<file path="src/rtl/prbs_sat_counter.sv">
// Width-parameterised counter with synchronous clear and saturating increment.
module prbs_sat_counter #(
  parameter int WIDTH = 16
) (
  input  logic             i_clk,
  input  logic             i_rst_n,
  input  logic             i_clr,
  input  logic             i_inc,
  output logic [WIDTH-1:0] o_cnt
);
  logic [WIDTH-1:0] r_cnt;

  // Clear has priority; increment stops at all-ones.
  always_ff @(posedge i_clk or negedge i_rst_n) begin
    if (!i_rst_n)                              r_cnt <= '0;
    else if (i_clr)                            r_cnt <= '0;
    else if (i_inc && (r_cnt != {WIDTH{1'b1}})) r_cnt <= r_cnt + 1'b1;
  end

  assign o_cnt = r_cnt;
endmodule

</file>
<file path="config.mk">
export PLATFORM = sky130hd
export DESIGN_NAME = prbs_sat_counter
export DESIGN_NICKNAME = d
export VERILOG_FILES = /design/src/rtl/prbs_sat_counter.sv
export SDC_FILE = /design/constraint.sdc
export NUM_CORES = 1
export LEC_CHECK = 0
export BUFFER_PORTS_ARGS = -buffer_cell sky130_fd_sc_hd__buf_4
export CORE_ASPECT_RATIO = 1.1
export CORE_MARGIN = 2
export CORE_UTILIZATION = 35
export CTS_BUF_LIST = sky130_fd_sc_hd__clkbuf_4 sky130_fd_sc_hd__clkbuf_8
export DETAILED_ROUTE_END_ITERATION = 6
export HOLD_SLACK_MARGIN = 0.1
export PLACE_DENSITY_LB_ADDON = 0.15
export SLEW_MARGIN = 20
export SYNTH_ARGS = -nofsm -noshare
export SYNTH_HDL_FRONTEND = slang
export SYNTH_SLANG_ARGS = --single-unit
</file>
<file path="constraint.sdc">
create_clock -name i_clk -period 2.37 [get_ports i_clk]
set_clock_uncertainty 0.15 [all_clocks]
set_input_delay 0.237 -clock i_clk [delete_from_list [all_inputs] [get_ports i_clk]]
set_output_delay 0.237 -clock i_clk [all_outputs]
set_load 0.02 [all_outputs]
</file>
; ---- After elaboration in Yosys (flattened, before gate mapping)
; Cells that the tools add are included.
[word_totals]
word_cells = 7
mem_bits_ro = 0
latch_bits = 0
ff_bits = 16
n_memories = 0
inputBits = 4
mem_bits_rw = 0
output_inout_bits = 16
[op_classes]
n_lt_le_gt_ge = 0
n_bitwise = 0
n_eq_ne = 1
n_div = 0
add_sub_neg = 1
mux = 2
reduce_logical = 2
multipliers = 0
n_shift = 0
[ops]
columns = cell, n
row1 = $mux W16, 2
row2 = $add A16 B1 Y16 const B, 1
row3 = $ne A16 B16 Y1 const B, 1
row4 = $reduce_bool A2 Y1, 1
row5 = $logic_and A1 B1 Y1, 1

; ---- Longest topological paths before layout
; Gate-level depths: netlist of run 1.
[logic_depth]
ltp_word = 4
ltp_mapped = 6
mapped_depth_nobuf = 5

; ---- Worst setup path before layout of run 1
; No wires, ideal clock.
[synth_timing]
path_type = register to register
startpoint = reg r_cnt[0], in the netlist o_cnt[0]
endpoint = reg r_cnt[15], in the netlist o_cnt[15]
path_slack_ps = 337
path_stages_with_launch = 6
setup_ps = 128
arrival_ps = 1756
n_path_buf = 0
synth_period_minus_slack_ps = 2033
path_cell_list = dfrtp_1 > ha_1 > nand4_2 > nor4_4 > nor4_1 > mux2_1
[synth_between]
elab_chain_len = 3
word_cells_on_any_way = 6
cone_classes = add/sub (1) / eq/ne (1) / mux (2) / reduce/logical (2)
[synth_rtl]
columns = item, line_no
row1 = start: declaration, 11  ; logic [WIDTH-1:0] r_cnt;
row2 = start signal: assignment, 17  ; else if (i_inc && (r_cnt != {WIDTH{1'b1}})) r_cnt <= r_cnt + 1'b1;
row3 = $add A16 B1 Y16 / $ne A16 B16 Y1 (equally long branches), 17
row4 = $mux W16 / $logic_and A1 B1 Y1 (equally long branches), 17
row5 = $mux W16 / $reduce_bool A2 Y1 (equally long branches), --
; Parallel ways exist; a longest one is shown, timed or not. The select of a mux whose other input is x is not followed.
; A chain may end at the register's enable or synchronous reset.

; ---- Final worst setup path of run 1
[layout_timing]
startpoint = reg r_cnt[0], in the netlist o_cnt[0]
endpoint = reg r_cnt[11], in the netlist o_cnt[11]
; Same word-level chain as after synthesis.

==> results.txt, run 1 <==
Max clock buf depth = 2
Hold-fix buffers, CTS = 2
Filler instances = 274
Worst setup EP type = register
Drt first-iter violations = 7
Final hold slack = 0.119 ns
Largest register FFs = 16
# diodes = 0
Syn avg cell area = 9.61 µm²
Largest net degree at the start of global routing = 23
Grt ovf = 0
Rel. slew slack = 61.8%
Via Count = 867
Power Dens Cells = 429 nW/µm²
Setup CP Type = reg2reg
CTS buffer count = 3
Netlist Area Pre-Place = 942 µm²
Vias in the first global route = 784
FMAX = 0.477 GHz
Nets = 125
Area Growth Syn to Fin = 23.2%
Clock transition at path regs = 0.10 ns
Detailed placer's ending HPWL = 1520 µm
Max VDD drop = 0.314 mV
GPL Wtd Cong = 0.729
Cells after DPL = 144
Post-Syn Nets = 103
Total Routing Usage GR = 15.4%
DR pass1 iterations = 4
Die width = 53.5 µm
Die height = 58.4 µm
Finished Layout Cells = 150
Cell variety after synth = 28
Worst Path Required = 2.39 ns
Crit path time final = 2.10 ns
Worst r2r src = o_cnt[0]
Worst flop-to-flop path endpoint = o_cnt[11]
Synth Register Bits = 16
Period utilization = 88.5%
Fraction of final layout cells sized beyond drive strength 1 = 27.7%
Port buffer count = 19
Antenna violations before repair = 0
Initial Utilization = 37.4%
Via-per-instance ratio = 5.78
Ys Warns = 0
Sequential cell area = 400 µm²
Reg2Reg Setup Slack = 0.27 ns
Crit path max fanout = 10
Clk root buf = clkbuf_4
Hold Startpoint = i_clr
Final Hold Viols = 0
Sinks on Clock Net = 16
Setup Buffers After CTS = 0
Startpoint types = register
Top Ports = 20
Cells on worst reg2reg path = 5
Post-CTS sizing = 0
DR WL/cell = 14.5 µm
Worst Hold End = o_cnt[14]
Setup TNS = 0 ns
Final Slew Violations = 0
Sequential area share after synthesis = 42.5%
Final ANT Viol Nets = 0
H-tree level count = 1
Fin util = 46.1%
Die area = 3120 µm²
Drt drc = 0
Core area = 2520 µm²
Data arrival, critical path = 2.12 ns
Hold Path Class = in2reg
Row cnt = 19
Maxcap violations = 0
Unrepaired setup endpoints after global routing = false
Leakage = 0.000507 µW
Most frequent cells in the layout = buf_4 (20), dfrtp_1 (16), a21oi_1 (11), o31ai_1 (7)
Outcome = complete, no violations
Multi-input gate area = 504 µm²
First-pass GRT wire length = 3640 µm
Routed WL = 2170 µm
CTS tree = built
Power Total = 498 µW
Worst hold stages = 2
Endpoints failing setup = 0
Worst-Skew Late Latency = 0.28 ns
Commonest non-fill, non-tap cell in the layout = buf_4
Worst slew pin tran = 0.572 ns
Mapped Cells = 98
worst max path at each step:
stage                  start  slack (ns)  depth (start not counted)         to
finish              o_cnt[0]        0.27                          5  o_cnt[11]
global route        o_cnt[0]        0.14                          6   o_cnt[6]
CTS                 o_cnt[0]        0.28                          5  o_cnt[11]
detailed placement  o_cnt[0]        0.30                          5  o_cnt[15]
global placement    o_cnt[0]        0.33                          5  o_cnt[11]
floorplan           o_cnt[0]        0.34                          5  o_cnt[15]
where the power goes:
| part | internal (µW) | leakage [µW] | switching [µW] |
|---|---|---|---|
| logic | 13.0 | 0.000264 | 24.6 |
| registers | 275 | 0.000222 | 3.46 |
| clock network | 93.5 | 0.0000210 | 88.2 |
final cells by class:
type,count,share of cell area (%)
clock buffer,4,3.13
inverter,3,0.970
timing repair buffer,22,14.7
tap,31,3.34
sequential,16,34.5
multi-input combinational,74,43.4
synthesized netlist by cell type:
cell type / number / area [µm²]
dfrtp_1: 16 / 400
a21oi_1: 11 / 55.1
o31ai_1: 7 / 52.6
nand2_1: 6 / 22.5
nand4_1: 6 / 37.5
or4_1: 5 / 37.5
clkbuf_1: 4 / 15.0
mux2_1: 4 / 45.0
nor2_1: 4 / 15.0
nor2b_1: 4 / 25.0
nor4_1: 4 / 25.0
inv_1: 3 / 11.3
nand3_1: 3 / 15.0
o21ai_1: 3 / 15.0
and3_1: 2 / 12.5
and4_2: 2 / 20.0
or3_1: 2 / 12.5
or4_2: 2 / 17.5
a211oi_2: 1 / 12.5
buf_6: 1 / 11.3
ha_1: 1 / 12.5
nand3b_1: 1 / 7.51
nand4_2: 1 / 12.5
nor3_1: 1 / 5.00
nor4_4: 1 / 21.3
o211ai_2: 1 / 12.5
o21ai_0: 1 / 5.00
or3_2: 1 / 7.51
layer usage:
metal  vias to the layer above  part of all wire (%)  GRT usage, %
met5                         -                     0             0
li1                        421                     -             -
met3                         2                   3.9          3.05
met2                        18                    49          24.9
met1                       426                    46          20.7
met4                         0                  0.88          4.40
kinds of logic (layout without fill, tap and decap cells):
family | after synthesis | after routing | share of synthesized area (%)
AOI/OAI and AO/OA | 24 | 24 | 16.2
and+or+nand+nor | 45 | 45 | 31.2
buffers and inverters | 8 | 29 | 3.98
DFF | 16 | 16 | 42.5
adders and majority gates | 1 | 1 | 1.33
muxes | 4 | 4 | 4.78
per-stage QoR:
stage,setup WS [ns],area (µm²)
floorplan,0.337,942
global placement,0.330,1100
detailed placement,0.296,1100
CTS,0.275,1160
global route,0.138,1160
finish,0.273,1160
critical path, cell delays in order, from the launching register on:
cell     delay [ns]
dfrtp_1        0.43
ha_1           0.24
nand4_2        0.14
nor4_4         0.54
nor4_1         0.14
mux2_1         0.34
Power figures use the tool's default switching activity.
==> run 2: changes to the inputs <==
REMOVE_ABC_BUFFERS = 1   (was unset)
==> results.txt, run 2 (synthesis gave the netlist of run 1 again) <==
Outcome = complete, no violations
Maxcap violations = 0
Worst Path Required = 2.39 ns
Via-per-instance ratio = 5.85
Worst-Skew Late Latency = 0.28 ns
Data arrival, critical path = 2.11 ns
Setup CP Type = reg2reg
Nets = 125
Worst flop-to-flop path endpoint = o_cnt[11]
Total Routing Usage GR = 16.0%
Die area = 3120 µm²
Worst setup EP type = register
Post-route cell area = 1160 µm²
Worst slew pin tran = 0.568 ns
Cell chain of the critical path = ha_1 -> nand4_2 -> nor4_4 -> nor4_1 -> mux2_1
Seq pwr share = 56.4%
Sinks on Clock Net = 16
Logic pwr share = 7.4%
GPL Wtd Cong = 0.743
Bufs and invs on worst path = 0
Detailed placer's ending HPWL = 1530 µm
Largest register FFs = 16
Initial Utilization = 37.4%
CP top delay family = simple AND/OR/NAND/NOR gates
Post-CTS sizing = 0
Worst Hold End = o_cnt[4]
CTS tree = built
Core area = 2520 µm²
Die height = 58.4 µm
Fraction of final layout cells sized beyond drive strength 1 = 27.7%
Final Hold Viols = 0
Hold Startpoint = i_clr
Slowest cell on crit path = nor4_4
Final hold slack = 0.114 ns
Final Slew Violations = 0
Die width = 53.5 µm
Most frequent cells in the layout = buf_4 (20), dfrtp_1 (16), a21oi_1 (11), o31ai_1 (7)
Port buffer count = 19
Area Growth Syn to Fin = 23.2%
Worst hold stages = 2
Grt ovf = 0
Power Dens Cells = 426 nW/µm²
Max clock buf depth = 2
Commonest non-fill, non-tap cell in the layout = buf_4
Cell Area, Placed = 1100 µm²
Clk pwr share = 36.2%
CTS buffer count = 3
Routed WL = 2150 µm
Largest net degree at the start of global routing = 23
DR pass1 iterations = 3
Hold Path Class = in2reg
Setup TNS = 0 ns
Top Ports = 20
Drt first-iter violations = 10
Critical Path Max Stage Delay = 0.54 ns
H-tree level count = 1
FMAX = 0.480 GHz
Endpoints failing setup = 0
DR WL/cell = 14.4 µm
Vias in the first global route = 840
Reg2Reg Setup Slack = 0.29 ns
Cells on worst reg2reg path = 5
Hold-fix buffers, CTS = 2
Period utilization = 88.0%
Startpoint types = register
Antenna violations before repair = 0
Clk root buf = clkbuf_4
First-pass GRT wire length = 3780 µm
Drt drc = 0
Rel. slew slack = 62.1%
Crit path time final = 2.08 ns
Clock transition at path regs = 0.09 ns
Unrepaired setup endpoints after global routing = false
Sw Share = 22.8%
# diodes = 0
Setup Buffers After CTS = 0
Leakage = 0.000507 µW
Int Pwr = 381 µW
Final ANT Viol Nets = 0
Via Count = 878
Row cnt = 19
Max VDD drop = 0.257 mV
Psw = 113 µW
Crit path max fanout = 10
Worst r2r src = o_cnt[0]
run 2: how the worst max path moves through the flow:
stage / cells past startpoint / end / startpoint / slack (ns)
2_1_floorplan: 5 / o_cnt[15] / o_cnt[0] / 0.13
3_3_place_gp: 5 / o_cnt[11] / o_cnt[1] / 0.34
3_5_place_dp: 5 / o_cnt[11] / o_cnt[0] / 0.28
4_1_cts: 5 / o_cnt[11] / o_cnt[0] / 0.26
5_1_grt: 6 / o_cnt[7] / o_cnt[0] / 0.13
6_report: 5 / o_cnt[11] / o_cnt[0] / 0.29
run 2: layer usage:
| metal | vias up | global-route usage [%] | share of wire, % |
|---|---|---|---|
| met5 | - | 0 | 0 |
| met4 | 0 | 5.49 | 0.88 |
| met3 | 2 | 2.54 | 3.9 |
| met2 | 15 | 25.9 | 49 |
| met1 | 434 | 21.5 | 47 |
| li1 | 427 | - | - |
run 2: worst register-to-register path: stages, from the launching register on:
cell and delay [ns]:
dfrtp_1 0.43, ha_1 0.24, nand4_2 0.14, nor4_4 0.54, nor4_1 0.15, mux2_1 0.33
run 2: final cells by class:
cell class / instances / area, µm²
inverter: 3 / 11.3
tap: 31 / 38.8
clock buffer: 4 / 36.3
fill: 247 / 1360
sequential: 16 / 400
timing repair buffer: 22 / 170
multi-input combinational: 74 / 504
run 2: per-stage QoR:
step	power, µW	worst slack [ns]	util [%]	cells
floorplan	297	0.134	-	93
global placement	319	0.341	43.8	144
detailed placement	320	0.276	43.8	144
CTS	507	0.263	46.1	150
global route	523	0.134	46.1	150
finish	494	0.285	46.1	150
run 2: power by group through the flow:
stage	registers, µW	clock network, µW	logic, µW
after floorplan	287	0	10.3
after global placement	284	0	35.3
after detailed placement	284	0	35.4
after CTS	279	191	38.0
after global routing	279	201	42.2
final	279	179	36.8
